$ cat config.mk
export PLATFORM = sky130hd
export DESIGN_NAME = pulse_stretcher_flat
export DESIGN_NICKNAME = d
export VERILOG_FILES = /design/src/rtl/pulse_stretcher_pkg.sv /design/src/rtl/pulse_stretcher_if.sv /design/src/rtl/pulse_stretcher_tick_prescaler.sv /design/src/rtl/pulse_stretcher.sv /design/src/flat_wrapper.sv
export SDC_FILE = /design/constraint.sdc
export NUM_CORES = 1
export LEC_CHECK = 0
export BUFFER_PORTS_ARGS = -buffer_cell sky130_fd_sc_hd__buf_2
export CAP_MARGIN = 20
export CORE_MARGIN = 5
export CORE_UTILIZATION = 53
export DETAILED_ROUTE_END_ITERATION = 6
export PLACE_DENSITY_LB_ADDON = 0.12
export SLEW_MARGIN = 30
export SYNTH_ARGS = -nofsm -noshare
export SYNTH_HDL_FRONTEND = slang
export SYNTH_SLANG_ARGS = --single-unit
$ cat constraint.sdc
create_clock -name i_clk -period 2.2 [get_ports i_clk]
set_clock_uncertainty 0.05 [all_clocks]
set_input_delay 0.44 -clock i_clk [delete_from_list [all_inputs] [get_ports i_clk]]
set_output_delay 0.44 -clock i_clk [all_outputs]
set_load 0.03 [all_outputs]
$ cat src/rtl/pulse_stretcher_pkg.sv
// -----------------------------------------------------------------------------
// pulse_stretcher_pkg
// Shared definitions for the pulse stretcher block:
//   - state_t   : FSM state encoding (IDLE, ON, GAP), 2 bits
//   - cnt_w()   : bits needed to hold the values 0..max_val (minimum 1)
//   - max_int() : larger of two integers, used for counter sizing
// -----------------------------------------------------------------------------
package pulse_stretcher_pkg;

    typedef enum logic [1:0] {
        IDLE = 2'd0,
        ON   = 2'd1,
        GAP  = 2'd2
    } state_t;

    function automatic int cnt_w(input int max_val);
        return (max_val < 1) ? 1 : $clog2(max_val + 1);
    endfunction

    function automatic int max_int(input int a, input int b);
        return (a > b) ? a : b;
    endfunction

endpackage

$ cat src/rtl/pulse_stretcher_if.sv
// -----------------------------------------------------------------------------
// pulse_stretcher_if
// Event/indicator bundle between core logic and the pulse stretcher.
//   strobe_in   : event request, one cycle per event      (master -> slave)
//   led_out     : stretched, registered LED pulse          (slave -> master)
//   busy        : high while a pulse or its dark gap runs  (slave -> master)
//   pending_cnt : events queued but not yet shown          (slave -> master)
//   overflow    : one-cycle pulse when an event is lost    (slave -> master)
// Modports: master = event source / observer, slave = the stretcher.
// -----------------------------------------------------------------------------
interface pulse_stretcher_if #(
    parameter int MAX_PENDING = 3
);
    localparam int PEND_W = $clog2(MAX_PENDING + 1);

    logic              strobe_in;
    logic              led_out;
    logic              busy;
    logic [PEND_W-1:0] pending_cnt;
    logic              overflow;

    modport master (
        output strobe_in,
        input  led_out,
        input  busy,
        input  pending_cnt,
        input  overflow
    );

    modport slave (
        input  strobe_in,
        output led_out,
        output busy,
        output pending_cnt,
        output overflow
    );

endinterface

$ cat src/rtl/pulse_stretcher_tick_prescaler.sv
// -----------------------------------------------------------------------------
// tick_prescaler
// Divides clk by CLK_DIV. The counter runs 0..CLK_DIV-1 and wraps to 0; the
// tick is emitted in the cycle the counter holds CLK_DIV-1 (the wrap cycle).
// Ports:
//   i_clk   : system clock
//   i_rst_n : synchronous active-low reset
//   i_clear : synchronous clear, restarts the count at 0 on the next edge
//   o_tick  : one-cycle tick every CLK_DIV cycles
// -----------------------------------------------------------------------------
module tick_prescaler
    import pulse_stretcher_pkg::*;
#(
    parameter int CLK_DIV = 50000
) (
    input  logic i_clk,
    input  logic i_rst_n,
    input  logic i_clear,
    output logic o_tick
);

    localparam int            PW   = cnt_w(CLK_DIV - 1);
    localparam logic [PW-1:0] LAST = PW'(CLK_DIV - 1);

    logic [PW-1:0] r_cnt;

    assign o_tick = (r_cnt == LAST);

    always_ff @(posedge i_clk) begin
        if (!i_rst_n || i_clear) begin
            r_cnt <= '0;
        end else if (o_tick) begin
            r_cnt <= '0;
        end else begin
            r_cnt <= r_cnt + 1'b1;
        end
    end

endmodule

$ cat src/rtl/pulse_stretcher.sv
// -----------------------------------------------------------------------------
// pulse_stretcher
// Turns single-cycle strobes into human-visible LED pulses of ON_TICKS ticks,
// each followed by a forced dark gap of OFF_TICKS ticks (1 tick = CLK_DIV clk).
// Build option PULSE_STRETCHER_QUEUE_EN:
//   defined   : strobes arriving during ON/GAP are queued in a saturating
//               counter (up to MAX_PENDING) and shown back to back.
//   undefined : strobes during ON/GAP are dropped (overflow pulses for each);
//               pending_cnt is tied to 0.
// Ports:
//   i_clk   : system clock, all logic on posedge
//   i_rst_n : synchronous active-low reset
//   bus     : pulse_stretcher_if.slave (strobe_in in; led_out, busy,
//             pending_cnt, overflow out, all registered)
// -----------------------------------------------------------------------------
module pulse_stretcher
    import pulse_stretcher_pkg::*;
#(
    parameter int CLK_DIV     = 50000,
    parameter int ON_TICKS    = 200,
    parameter int OFF_TICKS   = 100,
    parameter int MAX_PENDING = 3
) (
    input  logic               i_clk,
    input  logic               i_rst_n,
    pulse_stretcher_if.slave   bus
);

    localparam int                TICK_W   = cnt_w(max_int(ON_TICKS, OFF_TICKS));
    localparam logic [TICK_W-1:0] ON_LAST  = TICK_W'(ON_TICKS - 1);
    localparam logic [TICK_W-1:0] OFF_LAST = TICK_W'(OFF_TICKS - 1);

    state_t            r_state;
    state_t            w_state_nxt;
    logic [TICK_W-1:0] r_tick_cnt;
    logic              r_led;
    logic              r_busy;
    logic              r_ovf;
    logic              w_ovf_nxt;
    logic              w_tick;
    logic              w_clear;
    logic              w_on_done;
    logic              w_gap_done;

`ifdef PULSE_STRETCHER_QUEUE_EN
    localparam int                PEND_W   = $clog2(MAX_PENDING + 1);
    localparam logic [PEND_W-1:0] PEND_MAX = PEND_W'(MAX_PENDING);

    logic [PEND_W-1:0] r_pend;
    logic [PEND_W-1:0] w_pend_nxt;
    logic [PEND_W-1:0] w_pend_inc;
    logic              w_pend_full;

    // Saturating increment shared by the ON and GAP arms.
    assign w_pend_full = (r_pend == PEND_MAX);
    assign w_pend_inc  = w_pend_full ? r_pend : r_pend + 1'b1;
`endif

    // Prescaler restarts on every state change so each phase is whole ticks;
    // it is also held in IDLE so the first ON tick is a full CLK_DIV long.
    assign w_clear = (w_state_nxt != r_state) || (r_state == IDLE);

    tick_prescaler #(
        .CLK_DIV (CLK_DIV)
    ) u_prescaler (
        .i_clk   (i_clk),
        .i_rst_n (i_rst_n),
        .i_clear (w_clear),
        .o_tick  (w_tick)
    );

    assign w_on_done  = (r_state == ON)  && w_tick && (r_tick_cnt == ON_LAST);
    assign w_gap_done = (r_state == GAP) && w_tick && (r_tick_cnt == OFF_LAST);

    always_comb begin
        w_state_nxt = r_state;
        w_ovf_nxt   = 1'b0;
`ifdef PULSE_STRETCHER_QUEUE_EN
        w_pend_nxt  = r_pend;
`endif
        case (r_state)
            IDLE: begin
                if (bus.strobe_in) begin
                    w_state_nxt = ON;
                end
            end
            ON: begin
                if (w_on_done) begin
                    w_state_nxt = GAP;
                end
`ifdef PULSE_STRETCHER_QUEUE_EN
                if (bus.strobe_in) begin
                    w_pend_nxt = w_pend_inc;
                    w_ovf_nxt  = w_pend_full;
                end
`else
                w_ovf_nxt = bus.strobe_in;
`endif
            end
            GAP: begin
`ifdef PULSE_STRETCHER_QUEUE_EN
                if (w_gap_done) begin
                    if (r_pend != '0) begin
                        // A strobe here cancels the dequeue: count unchanged.
                        w_state_nxt = ON;
                        if (!bus.strobe_in) begin
                            w_pend_nxt = r_pend - 1'b1;
                        end
                    end else if (bus.strobe_in) begin
                        // Empty queue: the strobe starts the next pulse directly.
                        w_state_nxt = ON;
                    end else begin
                        w_state_nxt = IDLE;
                    end
                end else if (bus.strobe_in) begin
                    w_pend_nxt = w_pend_inc;
                    w_ovf_nxt  = w_pend_full;
                end
`else
                if (w_gap_done) begin
                    w_state_nxt = bus.strobe_in ? ON : IDLE;
                end else begin
                    w_ovf_nxt = bus.strobe_in;
                end
`endif
            end
            default: begin
                w_state_nxt = IDLE;
            end
        endcase
    end

    always_ff @(posedge i_clk) begin
        if (!i_rst_n) begin
            r_state    <= IDLE;
            r_tick_cnt <= '0;
            r_led      <= 1'b0;
            r_busy     <= 1'b0;
            r_ovf      <= 1'b0;
        end else begin
            r_state <= w_state_nxt;
            // Outputs are registered from the next state so they line up
            // with the state they describe.
            r_led   <= (w_state_nxt == ON);
            r_busy  <= (w_state_nxt != IDLE);
            r_ovf   <= w_ovf_nxt;
            if (w_clear) begin
                r_tick_cnt <= '0;
            end else if (w_tick) begin
                r_tick_cnt <= r_tick_cnt + 1'b1;
            end
        end
    end

`ifdef PULSE_STRETCHER_QUEUE_EN
    always_ff @(posedge i_clk) begin
        if (!i_rst_n) begin
            r_pend <= '0;
        end else begin
            r_pend <= w_pend_nxt;
        end
    end

    assign bus.pending_cnt = r_pend;
`else
    assign bus.pending_cnt = '0;
`endif

    assign bus.led_out  = r_led;
    assign bus.busy     = r_busy;
    assign bus.overflow = r_ovf;

endmodule

$ cat src/flat_wrapper.sv
// flat-port wrapper written by rule: the top's interface ports become plain ports
module pulse_stretcher_flat import pulse_stretcher_pkg::*;
#(
    parameter int CLK_DIV     = 50000,
    parameter int ON_TICKS    = 200,
    parameter int OFF_TICKS   = 100,
    parameter int MAX_PENDING = 3
)
  (i_clk, i_rst_n, bus_strobe_in, bus_led_out, bus_busy, bus_pending_cnt, bus_overflow);
  pulse_stretcher_if #(.MAX_PENDING(MAX_PENDING)) bus_i ();
  input  logic i_clk;
  input  logic i_rst_n;
  input wire logic [$bits(bus_i.strobe_in)-1:0] bus_strobe_in;
  output wire logic [$bits(bus_i.led_out)-1:0] bus_led_out;
  output wire logic [$bits(bus_i.busy)-1:0] bus_busy;
  output wire logic [$bits(bus_i.pending_cnt)-1:0] bus_pending_cnt;
  output wire logic [$bits(bus_i.overflow)-1:0] bus_overflow;
  assign bus_i.strobe_in = bus_strobe_in;
  assign bus_led_out = bus_i.led_out;
  assign bus_busy = bus_i.busy;
  assign bus_pending_cnt = bus_i.pending_cnt;
  assign bus_overflow = bus_i.overflow;
  pulse_stretcher #(.CLK_DIV(CLK_DIV), .ON_TICKS(ON_TICKS), .OFF_TICKS(OFF_TICKS), .MAX_PENDING(MAX_PENDING)) u_core (.i_clk(i_clk), .i_rst_n(i_rst_n), .bus(bus_i));
endmodule
### Word-level counts from Yosys, hierarchy flattened

Cells that the tools add are included.

* muxes and demuxes: 7
* bitwise gates (word level): 1
* eq/ne operators: 7
* reductions and logical operators: 11
* add/subtract/negate cells: 2

Operators with widths (count)
* adder 16 x 1 -> 16 bit (second input constant): 1
* == test 16 bit (second input constant): 1
* adder 8 x 1 -> 8 bit (second input constant): 1
* == test 8 x 7 -> 1 bit (second input constant): 1
* == test 8 bit (second input constant): 1
* 2-to-1 mux 2 bit: 3
* one-hot mux 2 bit (3 select lines): 1
* == test 2 x 1 -> 1 bit (second input constant): 2
* logical AND 1 bit: 4
* OR reduction 2 bit: 2
* == test 2 bit (second input constant): 1
* zero test 2 bit: 1
* logical OR 1 bit: 2
* 2-to-1 mux 1 bit: 2
* inequality test 2 bit: 1
* one-hot mux 1 bit (2 select lines): 1
* nonzero test 2 bit: 1
* zero test 1 bit: 1
* inverter 1 bit: 1

* output and inout bits: 5
* input bits: 3
* flip-flop bits (word level): 29

### Depth between registers and ports, before layout

* word-level depth: 9
* mapped depth: 9

### Cells and area by module

A second synthesis with hierarchy kept.

* cell total of the unflattened synthesis: 168
* area total of the unflattened synthesis: 1622.8 um^2

By module, submodules not included
* pulse_stretcher: area an instance 823.3 um^2, cells each 88, instances 1, seq. area each 260.2 um^2
* tick_prescaler: area an instance 799.5 um^2, cells each 80, instances 1, seq. area each 320.3 um^2

### Worst setup path after synthesis

No wires, ideal clock.

* path type: flip-flop to flip-flop
* start: register u_core.r_state[1]
* end: register u_core.u_prescaler.r_cnt[12]
* path buffers: 1
* arrival: 1922 ps
* library setup time: 114 ps
* period minus slack after synthesis: 2086 ps
* slack: 114 ps
* stages on the path, launching flop included: 9
* cells stage by stage: dfxtp_1 ha_1 and4bb_2 nand2_1 o21a_1 or4b_4 o211ai_2 buf_6 nor2_1

* longest elaborated chain between the ends: 9
* elaborated cells between the ends (all ways): 15

RTL lines
* start, declared: line pulse_stretcher.sv:33 `state_t r_state;`
* start signal, assigned: line pulse_stretcher.sv:141 `r_state <= w_state_nxt;`
* == test 2 bit / == test 2 x 1 -> 1 bit (equally long branches): line pulse_stretcher.sv:73, pulse_stretcher.sv:81, pulse_stretcher.sv:72
* logical AND 1 bit (on tied branches) (2 in series): line pulse_stretcher.sv:73, pulse_stretcher.sv:72
* 2-to-1 mux 2 bit (on tied branches): line pulse_stretcher.sv:120, pulse_stretcher.sv:88
* one-hot mux 2 bit (3 select lines): line pulse_stretcher.sv:81 `case (r_state)`
* inequality test 2 bit: line pulse_stretcher.sv:61 `assign w_clear = (w_state_nxt != r_state) || (r_state == IDLE);`
* logical OR 1 bit (*): line pulse_stretcher.sv:61
* logical OR 1 bit (*): line pulse_stretcher_tick_prescaler.sv:30 `if (!i_rst_n || i_clear) begin`
* OR reduction 2 bit (no source line) (*)
* end signal, assigned: line pulse_stretcher_tick_prescaler.sv:35 `r_cnt <= r_cnt + 1'b1;`
* end, declared: line pulse_stretcher_tick_prescaler.sv:25 `logic [PW-1:0] r_cnt;`

Mark *: on every way between the ends. The rest lies on a longest branch, timed or not.
A chain may end at the register's enable or synchronous reset.

### Worst setup path in the final report

* start: register u_core.u_prescaler.r_cnt[0]
* end: register u_core.u_prescaler.r_cnt[1]

* longest elaborated chain between the ends: 9
* elaborated cells between the ends (all ways): 13

RTL lines
* == test 16 bit: line pulse_stretcher_tick_prescaler.sv:27 `assign o_tick = (r_cnt == LAST);`
* logical AND 1 bit (on tied branches) (2 in series): line pulse_stretcher.sv:73, pulse_stretcher.sv:72
* 2-to-1 mux 2 bit (on tied branches): line pulse_stretcher.sv:120, pulse_stretcher.sv:88
* one-hot mux 2 bit (3 select lines): line pulse_stretcher.sv:81
* inequality test 2 bit: line pulse_stretcher.sv:61
* logical OR 1 bit: line pulse_stretcher.sv:61
* logical OR 1 bit: line pulse_stretcher_tick_prescaler.sv:30
* OR reduction 2 bit (no source line)

Several ways; a longest one is shown, not always the timed one.

==> impl_metrics.ini <==
[outcome]
status = finished clean

[timing]
finalSetupViolations = 0
period_share_pct = 97.01
drv_slew = 0
min_period_ns = 2.134
fmax_mhz = 468.5
rsz0062_at_grt = true
whs_ns = 0.3513
hold_violations = 0

[worst_setup_path]
path_delay_family = simple AND/OR/NAND/NOR gates
cp_num_buf_inv = 0
startpoint_type = flip-flop
max_stage_delay_ns = 0.60
arrival_ns = 2.29
rrSetupSlack_ns = 0.07
end_kind = flip-flop
crit_chain = ha_4 -> and4b_2 -> nand4_1 -> o21a_1 -> or4b_4 -> o211ai_4 -> nor2_1
path_class = flip-flop to flip-flop
required_ns = 2.36
crit_path_max_fanout = 6
slowest_stage = or4b_4

[final_layout]
seq_area_um2 = 593.1
stdcell_count = 242
drive_above_1_share_pct = 37.91
multi_input_area_um2 = 972.2
utilization_pct = 70.87
fill_cells = 221
layout.nets = 219
diodes = 0
area_growth_pct = 29.09

[synth]
async_flop_share_pct = 0
synth_most_common_cell = dfxtp_1
synth_top_family_by_area = simple AND/OR/NAND/NOR gates
synth_cell_types = 40
yosys.area_share.simple_pct = 32.64
yosysSeqAreaShare_pct = 38.35
ys_top_cells_by_area = dfxtp_1 38%, xor2_1 7.5%, nor2_1 5.7%
synth_top_cell_area_share_pct = 38.35
synth-edff-count = 0
synthCells = 169
avgSynthCellArea_um2 = 8.958
synthTopCellsByCount = 29 x dfxtp_1, 23 x nor2_1, 17 x nand2_1, 13 x xor2_1, 9 x nand3_1
syn-cell-area_mm2 = 0.001514
synth_xor_area_share_pct = 10.41
yosysWarnings = 0
ys.flop_type = dfxtp_1
synth_compound_area_share_pct = 9.421
yosysTopAreaCell = dfxtp_1
synthAdderAreaFrac_pct = 4.959
synth-seq-cells = 29
synth_mux_area_share_pct = 0

[grt]
gr-total-overflow = 0
grt_max_degree = 10
grt_use_total_pct = 16.68
antenna_found_initial = 0
grt_pass1_wl_um = 5402
grt_pass1_vias = 1230

[clock_tree]
cts.sinks = 29
cts.reportedPaths.clkPinSlew_ns = 0.09
cts_tree = yes
holdBufCountCts = 0
cts_made_buffers = 5
clock_latency_ns = 0.33
cts-htree-levels = 2
clockRootBuffer = clkbuf_4
clock_path_buffers = 2

[hold_path]
hp-class = primary input to flip-flop

[route]
dr_wl_met2_um = 1575
wirelength_um = 3399
vias = 1332
dr_wl_met3_um = 132
met1_length_um = 1639
ant_nets = 0
viasPerCell = 5.504
drtIter0Drc = 103
dr.pass1.iters = 4
routedWlPerCell_um = 14.05
dr.max_layer_used = met4
drc = 0

[placed_design]
place.gp.congestion = 0.8460
dpl.cell_count = 224
io_buffers = 5
hpwl_um = 2178

[power_and_ir_drop]
switching_power_mw = 0.2696
p_sw_share_pct = 25.85
power_frac_clock_pct = 35.8
seqPwrFrac_pct = 51.8
p_comb_share_pct = 12.4
p_leak_nw = 0.7507
power_mw = 1.043
vdd_drop_max_mv = 0.5401
power.density_mw_per_mm2 = 533.6
p_int_mw = 0.7732

[die]
initial_utilization_pct = 54.90
rows = 19
die-height_um = 63.45
io_pins = 8
die_area_mm2 = 0.004025
design.core.area_mm2 = 0.002758
die_w_um = 63.45

[flow_run]
maxCapViolCount = 0
-- per-stage QoR --
step	setup WS (ns)	setup TNS, ns	instance area (um2)
floorplan	0.1140	0	1518
global placement	-0.09410	-1.333	1717
detailed placement	-0.1638	-2.091	1717
CTS	0.02680	0	1847
global route	-0.04152	-0.2990	1954
finish	0.06575	0	1954
-- final timing paths --
kind                                          startpoint                                endpoint  cells past startpoint
setup / recovery  u_core.u_prescaler.r_cnt[0]$_SDFF_PP0_  u_core.u_prescaler.r_cnt[1]$_SDFF_PP0_                      7
hold / removal                                   i_rst_n          u_core.bus.overflow$_SDFF_PN0_                      3
setup reg to reg  u_core.u_prescaler.r_cnt[0]$_SDFF_PP0_  u_core.u_prescaler.r_cnt[1]$_SDFF_PP0_                      7
hold reg to reg             u_core.r_state[1]$_SDFF_PN0_            u_core.r_state[1]$_SDFF_PN0_                      2
-- cell families (layout without fill, tap and decap cells) --
kind of cell | after synthesis | after routing
adders and majority gates | 6 | 6
xor gates and xnor gates | 18 | 18
and+or+nand+nor | 85 | 86
other | 1 | 2
DFF | 29 | 29
buffers and inverters | 11 | 50
AOI/OAI and AO/OA | 19 | 20
-- cells in the final DEF (no fill, tap or decap), types with 5 or more instances in the layout --
| cell | Yosys | final |
|---|---|---|
| a21oi_1 | 6 | 5 |
| buf_2 | 0 | 5 |
| buf_4 | 3 | 31 |
| clkbuf_4 | 0 | 5 |
| dfxtp_1 | 29 | 21 |
| dfxtp_2 | 0 | 7 |
| inv_1 | 6 | 5 |
| nand2_1 | 17 | 16 |
| nand3_1 | 9 | 9 |
| nand4_1 | 7 | 7 |
| nor2_1 | 23 | 22 |
| xnor2_1 | 5 | 5 |
| xor2_1 | 13 | 13 |
-- flip-flops by register name, summed over array words and instances, names as in the netlist --
signal and count:
u_core.bus.busy 1, u_core.bus.led_out 1, u_core.u_prescaler.r_cnt 16, u_core.r_state 2
u_core.r_tick_cnt 8, u_core.bus.overflow 1
-- per-layer routing --
layer  global-route usage [%]  vias up
met5                        0        -
met4                    6.234        0
met3                    4.618        7
li1                         -      674
met2                    26.52       25
met1                    21.30      626
-- what timing repair did --
| action | CTS | global route |
|---|---|---|
| setup endpoints to repair | 23 | 24 |
| endpoints found under the hold margin | 0 | 0 |
| cloned | 2 | 0 |
| gates resized for setup | 4 | 22 |
| pin swaps | 4 | 9 |
| buffers inserted | 2 | 6 |
-- power by group through the flow --
stage / combinational [mW] / clock (mW) / sequential, mW
detailed placement: 0.0988 / 0 / 0.553
floorplan: 0.0626 / 0 / 0.562
global placement: 0.0983 / 0 / 0.552
global route: 0.141 / 0.416 / 0.541
finish: 0.130 / 0.373 / 0.540
CTS: 0.114 / 0.381 / 0.541
-- area by class of cell --
class	instances	share of cell area (%)
Clock inverter	1	0.2561
Timing Repair Buffer	36	13.19
Tap cell	31	1.985
Inverter	6	1.152
Clock buffer	7	3.329
Sequential cell	29	30.35
Multi-Input combinational cell	132	49.74
-- worst register-to-register path, stage by stage (launching register included) --
cell and delay (ns):
dfxtp_2 0.36, ha_4 0.13, and4b_2 0.25, nand4_1 0.14
o21a_1 0.23, or4b_4 0.60, o211ai_4 0.18, nor2_1 0.08
Note: power is estimated with default switching activity, not from simulation.
